$ cat config.mk
export PLATFORM = sky130hd
export DESIGN_NAME = decode_sequencer
export DESIGN_NICKNAME = d
export VERILOG_FILES = /design/src/rtl/decode_sequencer.sv
export SDC_FILE = /design/constraint.sdc
export NUM_CORES = 1
export LEC_CHECK = 0
export ABC_AREA = 1
export CAP_MARGIN = 5
export CORE_MARGIN = 2
export CORE_UTILIZATION = 52
export CTS_BUF_LIST = sky130_fd_sc_hd__clkbuf_8
export CTS_CLUSTER_SIZE = 10
export DETAILED_ROUTE_END_ITERATION = 8
export PLACE_DENSITY = 0.83
export SYNTH_ARGS = -nofsm -noshare
export SYNTH_HDL_FRONTEND = slang
export SYNTH_SLANG_ARGS = --single-unit
$ cat constraint.sdc
create_clock -name clk -period 2.8 [get_ports clk]
set_input_delay 0.56 -clock clk [delete_from_list [all_inputs] [get_ports clk]]
set_output_delay 0.56 -clock clk [all_outputs]
set_load 0.02 [all_outputs]
$ cat src/rtl/decode_sequencer.sv
// decode_sequencer: 2-entry in-order instruction buffer with load-use scoreboard between fetch and decode/execute.
// Define DECODE_PERF_EN to add saturating stall_cnt/issue_cnt outputs.
module decode_sequencer (
  input  logic        clk,
  input  logic        nRst,
  input  logic        if_valid,
  input  logic [31:0] if_inst,
  output logic        if_ready,
  input  logic        flush,
  output logic [31:0] dec_inst,
  input  logic [4:0]  dec_rs1,
  input  logic [4:0]  dec_rs2,
  input  logic [4:0]  dec_rd,
  input  logic [2:0]  dec_type,
  input  logic [16:0] dec_ctrl,
  output logic        dec_valid,
  input  logic        ex_ready,
  input  logic        wb_valid,
  input  logic [4:0]  wb_rd,
  output logic [31:0] busy_regs,
  output logic        stall
`ifdef DECODE_PERF_EN
  ,
  output logic [15:0] stall_cnt,
  output logic [15:0] issue_cnt
`endif
);
  typedef enum logic [1:0] {EMPTY, HOLD1, HOLD2} state_t;
  state_t state, state_nxt;
  logic [31:0] head, tail;
  logic push, pop, hazard, rs1_hit, rs2_hit, no_srcs, set_busy, clr_busy;
  logic [31:0] set_mask, clr_mask;
  logic unused;
  assign unused = ^dec_ctrl[9:0];
  always_ff @(posedge clk or negedge nRst)
    if (!nRst) state <= EMPTY;
    else state <= state_nxt;
  always_comb begin
    state_nxt = state;
    if (flush) state_nxt = EMPTY;
    else if (state == EMPTY) state_nxt = push ? HOLD1 : EMPTY;
    else if (state == HOLD1) state_nxt = (push && !pop) ? HOLD2 : (pop && !push) ? EMPTY : HOLD1;
    else if (state == HOLD2) state_nxt = pop ? HOLD1 : HOLD2;
  end
  always_comb begin
    if_ready = state != HOLD2;
    dec_inst = state == EMPTY ? 32'h0 : head;
    no_srcs = dec_type == 3'd4 || dec_type == 3'd5;
    rs1_hit = dec_rs1 != 5'd0 && busy_regs[dec_rs1];
    rs2_hit = dec_rs2 != 5'd0 && busy_regs[dec_rs2];
    hazard = state != EMPTY && !no_srcs && (rs1_hit || rs2_hit);
    stall = hazard;
    dec_valid = state != EMPTY && !hazard;
  end
  // Flush kills both the incoming push and the outgoing issue, including its scoreboard set.
  assign push = if_valid && if_ready && !flush;
  assign pop = dec_valid && ex_ready && !flush;
  assign set_busy = pop && dec_ctrl[16:10] == 7'b0000011 && dec_rd != 5'd0;
  assign clr_busy = wb_valid && wb_rd != 5'd0;
  assign set_mask = set_busy ? 32'd1 << dec_rd : 32'd0;
  assign clr_mask = clr_busy ? 32'd1 << wb_rd : 32'd0;
  always_ff @(posedge clk or negedge nRst)
    if (!nRst) begin
      head <= 32'h0;
      tail <= 32'h0;
      busy_regs <= 32'h0;
    end else begin
      if (pop && state == HOLD2) head <= tail;
      else if (push && (state == EMPTY || pop)) head <= if_inst;
      if (push && state == HOLD1 && !pop) tail <= if_inst;
      busy_regs <= (busy_regs & ~clr_mask) | set_mask;
    end
`ifdef DECODE_PERF_EN
  always_ff @(posedge clk or negedge nRst)
    if (!nRst) begin
      stall_cnt <= 16'h0;
      issue_cnt <= 16'h0;
    end else begin
      stall_cnt <= stall_cnt + {15'd0, stall && stall_cnt != 16'hFFFF};
      issue_cnt <= issue_cnt + {15'd0, pop && issue_cnt != 16'hFFFF};
    end
`endif
endmodule

Word level (Yosys, flattened, before mapping)
Index checks and enable logic that the tools add are counted.
{"block": "totals", "register_bits": 98, "in_bits": 78}
{"block": "classes", "order_cmp": 2, "shift": 2, "eq_ne": 6, "reduce_logical": 34, "bitwise_logic": 3, "n_mux": 17}
{"operator": "32-bit two-way mux", "n": 5}
{"operator": "1-bit by 5-bit left shift with 32-bit output, first input constant", "n": 2}
{"operator": "32-bit AND", "n": 1}
{"operator": "32-bit NOT", "n": 1}
{"operator": "32-bit bitwise OR", "n": 1}
{"operator": "5-bit nonzero test", "n": 4}
{"operator": "1-bit logical AND", "n": 18}
{"operator": "5-bit by 6-bit less-than comparator with 1-bit output, second input constant", "n": 2}
{"operator": "2-bit two-way mux", "n": 6}
{"operator": "1-bit binary-select mux with 5-bit select", "n": 2}
{"operator": "7-bit by 2-bit equality test with 1-bit output, second input constant", "n": 1}
{"operator": "3-bit equality test, second input constant", "n": 2}
{"operator": "1-bit logical NOT", "n": 5}
{"operator": "1-bit two-way mux", "n": 4}
{"operator": "2-bit nonzero test", "n": 2}
{"operator": "4-bit nonzero test", "n": 1}
{"operator": "1-bit logical OR", "n": 3}
{"operator": "2-bit by 1-bit equality test with 1-bit output, second input constant", "n": 1}
{"operator": "2-bit equality test, second input constant", "n": 1}
{"operator": "2-bit logical NOT", "n": 1}
{"operator": "2-bit != test, second input constant", "n": 1}

Longest topological paths before layout
Gate-level depths: netlist (run 1).
{"block": "depth", "word_depth": 15, "ltp_mapped": 21, "depth_no_buf": 19}

Least setup slack after synthesis (run 1)
Ideal clock, no wire load.
{"block": "synth_timing", "path_kind": "input-to-output", "from": "input port dec_rs1[0]", "to": "output port dec_valid", "path_stages": 14, "n_path_buf": 3, "arrival_time_ns": 1.901, "path_slack_ns": 0.339, "cell_sequence": "buf_4 -> buf_4 -> nor2_1 -> nor2_1 -> nand2_1 -> nand3_1 -> nand3_1 -> nand2_1 -> nand2_1 -> nand2_1 -> nor2_2 -> nor2_4 -> nor2_8 -> buf_2"}
{"block": "synth_via", "elab_chain_cells": 7, "word_cells_on_any_way": 8, "classes_between": "mux (2); reduce/logical (6)"}
{"item": "start: declaration", "line_no": "11", "text": "input logic [4:0] dec_rs1,"}
{"item": "1-bit binary-select mux with 5-bit select", "line_no": "49", "text": "rs1_hit = dec_rs1 != 5'd0 && busy_regs[dec_rs1];"}
{"item": "1-bit two-way mux (not written as such)", "line_no": "49"}
{"item": "1-bit logical AND *", "line_no": "49"}
{"item": "1-bit logical OR *", "line_no": "51", "text": "hazard = state != EMPTY && !no_srcs && (rs1_hit || rs2_hit);"}
{"item": "1-bit logical AND *", "line_no": "51"}
{"item": "via stall", "line_no": "21", "text": "output logic stall"}
{"item": "1-bit logical NOT *", "line_no": "53", "text": "dec_valid = state != EMPTY && !hazard;"}
{"item": "1-bit logical AND *", "line_no": "53"}
{"item": "end: declaration", "line_no": "16", "text": "output logic dec_valid,"}
The timed path passes the listed nets; every way through them passes the cells marked *. The select of a mux whose other input is x is not followed.

Final worst setup path (run 1)
{"block": "layout_timing", "from": "input port dec_rs2[1]", "to": "output port dec_valid"}
{"block": "layout_via", "elab_chain_cells": 7, "word_cells_on_any_way": 8, "classes_between": "mux (2); reduce/logical (6)"}
{"item": "start: declaration", "line_no": "12", "text": "input logic [4:0] dec_rs2,"}
{"item": "1-bit binary-select mux with 5-bit select", "line_no": "50", "text": "rs2_hit = dec_rs2 != 5'd0 && busy_regs[dec_rs2];"}
{"item": "1-bit two-way mux (not written as such)", "line_no": "50"}
{"item": "1-bit logical AND *", "line_no": "50"}
{"item": "1-bit logical OR *", "line_no": "51"}
{"item": "1-bit logical AND *", "line_no": "51"}
{"item": "1-bit logical NOT *", "line_no": "53"}
{"item": "1-bit logical AND *", "line_no": "53"}
Every way passes the cells marked *; elsewhere a longest branch is shown, timed or not. The select of a mux whose other input is x is not followed.

==> results of run 1 <==
[routing by layer]
layer  up-vias  part of all wire [%]  global-route usage [%]
met5         -                     0                       0
met4         0                   1.6                    7.82
met3        25                   6.2                    3.27
met2       231                    47                    44.6
met1      2899                    46                    41.1
li1       3093                     -                       -
[synth_stat cells (2+ instances only)]
library cell,instances
a31oi_1,2
nor2_2,2
a21oi_1,2
buf_2,21
o211ai_1,2
o21ai_0,42
o21ai_2,20
inv_1,120
nand2_1,340
inv_4,2
nor2_1,74
buf_6,2
nand3_1,80
nand4_1,45
nor3_1,11
o21ai_1,2
dfrtp_1,98
clkbuf_1,22
buf_4,7
inv_2,2
[where the power goes]
group	leakage, nW	internal [mW]	switching, mW
logic	2.85	0.495	0.627
clock network	0.0925	0.339	0.531
registers	1.27	1.71	0.170
[timing repair]
action / in CTS / in global routing
endpoints found under the setup margin: 2 / 5
buffers inserted: 1 / 0
gates cloned: 0 / 1
pin swaps: 2 / 1
resized for setup: 13 / 14
[final cells by class]
class	count	area, um2	area share, %
multi-input combinational	631	2860	36.0
inverter	125	482	6.05
sequential	98	2450	30.8
clock buffer	9	124	1.56
clock inverter	7	58.8	0.738
timing repair inverter	1	5.00	0.0628
tap	143	179	2.25
timing repair buffer	176	1800	22.6
[flip-flops by register name (all words and copies together) (netlist names)]
register and cells:
busy_regs 32, head 32, state 2, tail 32
[cell families after synthesis]
logic type	Yosys count	synth area share, %
simple gates	558	39.5
buf+inv	178	12.3
flops	98	40.6
compound gates	72	7.42
fa+ha+maj	1	0.207
[path summary, 6_finish.rpt]
| kind | to | cells after the start |
|---|---|---|
| max reg2reg | head[13]$_DFFE_PN0P_ | 20 |
| min | tail[30]$_DFFE_PN0P_ | 2 |
| min in group clk | busy_regs[0]$_DFF_PN0_ | 0 |
| max | dec_valid | 15 |
| max in group asynchronous | busy_regs[11]$_DFF_PN0_ | 2 |
| min reg2reg | busy_regs[0]$_DFF_PN0_ | 0 |
[per-stage QoR]
step           hold WS, ns  cell area [um2]
3_3_place_gp         0.397             7740
2_1_floorplan        0.264             6040
3_5_place_dp         0.399             7740
5_1_grt              0.279             7960
6_report             0.226             7960
4_1_cts              0.252             7940
==> impl_results.md, run 1 <==
- Hold Buf Count CTS: 0
- Most area-consuming cells after synthesis: dfrtp_1 41%, nand2_1 21%, inv_1 7.5%
- Final hold vios: 0
- Setup TNS: 0 ns
- Clk sinks: 98
- DR vias: 6,248
- CP Cell Sequence: dlygate4sd2_1, buf_4, nand3_1, nand2_1, nand2_1, nand2_1, inv_1, nand2_1, nand2_1, nand2_1, nor2_2, nor2_4, buf_12, nor2_8, buf_4
- VDD IR max: 0.321 mV
- Full die area: 12,500 um2
- WP data arrival: 2.09 ns
- CP delay by family, top: buffers and inverters
- Least-Margin Pin Slew: 0.524 ns
- Fillers: 992
- Area Overhead vs Synth: 31.9%
- Count of cell types in the netlist: 31
- GRT Resource Usage Total: 28.1%
- Core footprint: 11,400 um2
- Max-slew violations: 0
- I/O Buffers: 133
- Largest net degree at the start of global routing: 99
- DRT iter0 DRCs: 611
- Yosys warnings: 0
- Pre-CTS WS: -0.537 ns
- Antenna Cells: 0
- Worst-skew pair later-pin latency: 0.38 ns
- H-tree levels: 3
- Tcrit/Tclk final: 94.7%
- Most common cell after layout, fill and taps aside: nand2_1
- Vias in the first global route: 5,828
- Die Y: 112 um
- Final setup margin: 0.149 ns
- Most common cell on crit path: nand2_1
- Final core utilization: 70.0%
- Detailed-route DRC error count: 0
- Row count: 39
- Root Driver: clkbuf_8
- Final-report setup violation count: 0
- Status: complete, no violations
- Final Skew: 0.0216 ns
- CP required: 2.24 ns
- Crit. Startpoint: dec_rs2[1]
- Leak pwr: 4.21 nW
- ANT nets after route: 0
- Placed insts: 1,172
- Relative slew slack: 65.1%
- Gr ovfl total: 0
- Number of synthesized flops with an enable pin: 0
- Power density cells: 486 nW/um2
- Die Wd: 112 um
- Share of layout cells above drive strength 1: 9.74%
- Final net count: 1,121
- CTS Buf Count: 9
- Startpoint Class: input port
- CP Class: in2out
- Yosys reg bits: 98
- Vias per cell: 5.25
- Worst Setup End Kind: output port
- FF-to-FF setup slack: 0.42 ns
- Synth top area share: 40.6%
- Drt pass-1 iters: 6
- Top Ports: 145
- Initial antenna violation count: 0
- Hold WC Path Type: in2async
- Crit path max fanout: 4
- Syn Std Cell Area: 6040 um2
- Max Cap Violations: 0
- Most frequent cells in the layout: 339 x nand2_1, 123 x clkdlybuf4s50_1, 120 x inv_1
- Synth Instances: 907
- Part of the Yosys area used for sequential elements: 40.6%
- PnR Total Power: 3.87 mW
- Unrepaired setup endpoints after global routing: no
- Clk buf depth: 2
- R2R Path Start: busy_regs[2]$_DFF_PN0_
- Clock transition at path regs: 0.10 ns
- Post-Route WL: 17.3 mm
- Leading area contributor after synthesis: dfrtp_1
- Global-route wire length before repair: 28.9 mm
- Minimum clock period: 2.65 ns
- CP max stage cell: dlygate4sd2_1
- DP HPWL: 12.4 mm
- Post-synthesis async set-or-reset flop share: 100%
- WP buf/inv: 5
- Syn nets: 986
- CTS tree: done
- Top FF cell, synth: dfrtp_1
- Global placer's final weighted congestion: 0.947
- Post-Layout Cell Count: 1,190
- Starting density of the core: 53.1%
- Syn avg cell area: 6.66 um2
- Wire per inst: 14.5 um
- F_max: 377 MHz
- Worst path max stage delay: 0.29 ns
No activity file was read; power rests on OpenSTA's default activity.
==> run 2, diff against run 1 <==
--- a/config.mk
+++ b/config.mk
@@ -7,12 +7,12 @@
 export LEC_CHECK = 0
 export ABC_AREA = 1
 export CAP_MARGIN = 5
-export CORE_MARGIN = 2
 export CORE_UTILIZATION = 52
 export CTS_BUF_LIST = sky130_fd_sc_hd__clkbuf_8
 export CTS_CLUSTER_SIZE = 10
 export DETAILED_ROUTE_END_ITERATION = 8
 export PLACE_DENSITY = 0.83
+export SKIP_LAST_GASP = 1
 export SYNTH_ARGS = -nofsm -noshare
 export SYNTH_HDL_FRONTEND = slang
 export SYNTH_SLANG_ARGS = --single-unit
==> impl_results.md, run 2 (synthesized netlist as in run 1, its figures left out) <==
- Hold WC Path Type: in2async
- Final Skew: 0.0130 ns (-0.00865 ns)
- Status: complete, no violations
- CTS Buf Count: 9 (unchanged)
- Clock transition at path regs: 0.10 ns (about the same)
- Gr ovfl total: 0 (unchanged)
- R2R Path Start: busy_regs[3]$_DFF_PN0_
- CTS tree: done
- DP Area: 7660 um2 (-1.1%)
- Setup TNS: 0 ns (unchanged)
- WP data arrival: 2.10 ns (about the same)
- ANT nets after route: 0 (unchanged)
- Final hold vios: 0 (unchanged)
- Die Y: 110 um (-1.8%)
- Wire per inst: 14.4 um (-0.77%)
- Clk sinks: 98 (unchanged)
- Power density cells: 488 nW/um2 (+0.56%)
- Starting density of the core: 54.5% (+1.4 points)
- Tcrit/Tclk final: 95.1% (+0.39 points)
- Regs by FF count: busy_regs (32), head (32), tail (32)
- Clk buf depth: 2 (unchanged)
- Leak pwr: 4.19 nW (-0.63%)
- Row count: 38 (-2.6%)
- Worst r2r path cells: 20 (unchanged)
- Vias in the first global route: 5,685 (-2.5%)
- H-tree levels: 3 (unchanged)
- Global-route wire length before repair: 27.4 mm (-5.1%)
- Area Overhead vs Synth: 30.4%
- DR vias: 6,284 (+0.58%)
- DP HPWL: 12.4 mm (+0.41%)
- Unrepaired setup endpoints after global routing: no
- Crit path max fanout: 3 (-1)
- Crit. Startpoint: dec_rs1[3]
- Full die area: 12,000 um2 (-3.5%)
- Root Driver: clkbuf_8
- Max Cap Violations: 0 (unchanged)
- Relative slew slack: 54.7% (-10 points)
- Final-report setup violation count: 0 (unchanged)
- Die Wd: 110 um (-1.8%)
- FF-to-FF setup slack: 0.38 ns (-0.04 ns)
- Register Area: 2450 um2 (unchanged)
- Max-slew violations: 0 (unchanged)
- Vias per cell: 5.30 (+0.92%)
- Drt pass-1 iters: 8 (+2)
- Multi-input logic area: 2860 um2 (-0.17%)
- Design area: 7880 um2 (-1.1%)
- Global placer's final weighted congestion: 0.943 (-0.42%)
- Initial antenna violation count: 0 (unchanged)
- CP required: 2.24 ns (about the same)
- CP Class: in2out
- Post-Layout Cell Count: 1,186 (-0.34%)
- Antenna Cells: 0 (unchanged)
- Post-Route WL: 17.1 mm (-1.1%)
- I/O Buffers: 133 (unchanged)
- Most common cell after layout, fill and taps aside: nand2_1
- VDD IR max: 0.329 mV (+2.5%)
- Placed insts: 1,167 (-0.43%)
- Detailed-route DRC error count: 0 (unchanged)
- Minimum clock period: 2.66 ns (+0.0109 ns)
- Least-Margin Pin Slew: 0.680 ns (+0.155 ns)
- GRT Resource Usage Total: 29.4% (+1.3 points)
- Final net count: 1,120 (-0.089%)
- F_max: 376 MHz (-0.41%)
- Largest net degree at the start of global routing: 53 (-46%)
- Final setup margin: 0.138 ns (-0.0109 ns)
- Final core utilization: 71.1% (+1.1 points)
- Fillers: 928 (-6.5%)
- DRT iter0 DRCs: 604 (-1.1%)
- Top Ports: 145 (unchanged)
- Share of layout cells above drive strength 1: 9.56% (-0.18 points)
- Core footprint: 11,100 um2 (-2.6%)
- Worst reg2reg path endpoint: head[8]$_DFFE_PN0P_
- Most frequent cells in the layout: 340 x nand2_1, 123 x clkdlybuf4s50_1, 120 x inv_1
- Pre-CTS WS: -0.576 ns (-0.0386 ns)
- Worst Setup End Kind: output port
- Startpoint Class: input port
- Worst-skew pair later-pin latency: 0.38 ns (about the same)
==> run 2: cell count changes in the layout (fill, tap and decap cells not counted), sizes merged <==
cell,change
inv,+1
dlymetal6s2s,+1
clkbuf,+1
clkinv,-2
dlygate4sd2,-2
clkinvlp,+1
buf,-1
==> run 2: critical path, stage by stage <==
cell and delay [ns]:
clkdlybuf4s50_1 0.46, nor2_1 0.21, nand2_1 0.08, nand2_1 0.06, inv_1 0.04, nand2_1 0.05, nand2_1 0.04, nand2_1 0.10
nor2_2 0.06, nor2_4 0.11, buf_12 0.12, nor2_8 0.03, buf_4 0.17
==> run 2: cell type report <==
type | instances | share of cell area, %
Multi-Input combinational cell | 631 | 36.3
Sequential cell | 98 | 31.1
Timing Repair Buffer | 175 | 21.9
Inverter | 125 | 6.08
Tap cell | 140 | 2.22
Clock buffer | 9 | 1.57
Clock inverter | 7 | 0.683
Timing Repair inverter | 1 | 0.0953
==> run 2: how the worst max path moves through the flow <==
stage / to / slack (ns) / cells after the start
after global placement: dec_valid / -0.56 / 15
after floorplan: dec_valid / 0.34 / 14
after CTS: stall / -0.03 / 13
after detailed placement: dec_valid / -0.58 / 15
after global routing: dec_valid / 0.01 / 15
final: dec_valid / 0.14 / 13
==> run 2: repair_timing <==
action | 4_1_cts | 5_1_grt
pin swaps | 1 | 2
endpoints found under the setup margin | 2 | 2
hold buffers | 0 | 0
cloned | 1 | 0
hold endpoints to repair | 0 | 0
gates resized for setup | 11 | 16
buffers inserted | 1 | 1
==> run 2: routing by layer <==
| layer | vias to the layer above | share of wire [%] | GRT usage (%) | wire (um) |
|---|---|---|---|---|
| met3 | 23 | 7.6 | 3.85 | 1300 |
| li1 | 3094 | - | - | - |
| met5 | - | 0 | 0 | 0 |
| met1 | 2880 | 44 | 42.0 | 7600 |
| met2 | 287 | 46 | 46.9 | 7910 |
| met4 | 0 | 1.6 | 8.38 | 278 |
==> run 2: per-stage QoR <==
stage          hold slack, ns  power [mW]
6_report                0.213        3.85
3_5_place_dp            0.392        3.00
5_1_grt                 0.261        4.08
3_3_place_gp            0.387        2.96
4_1_cts                 0.241        3.84
2_1_floorplan           0.264        2.55
==> run 2: power breakdown <==
part | internal (mW) | switching, mW
Clock | 0.333 | 0.529
Combinational | 0.488 | 0.623
Sequential | 1.71 | 0.169
Total | 2.53 | 1.32
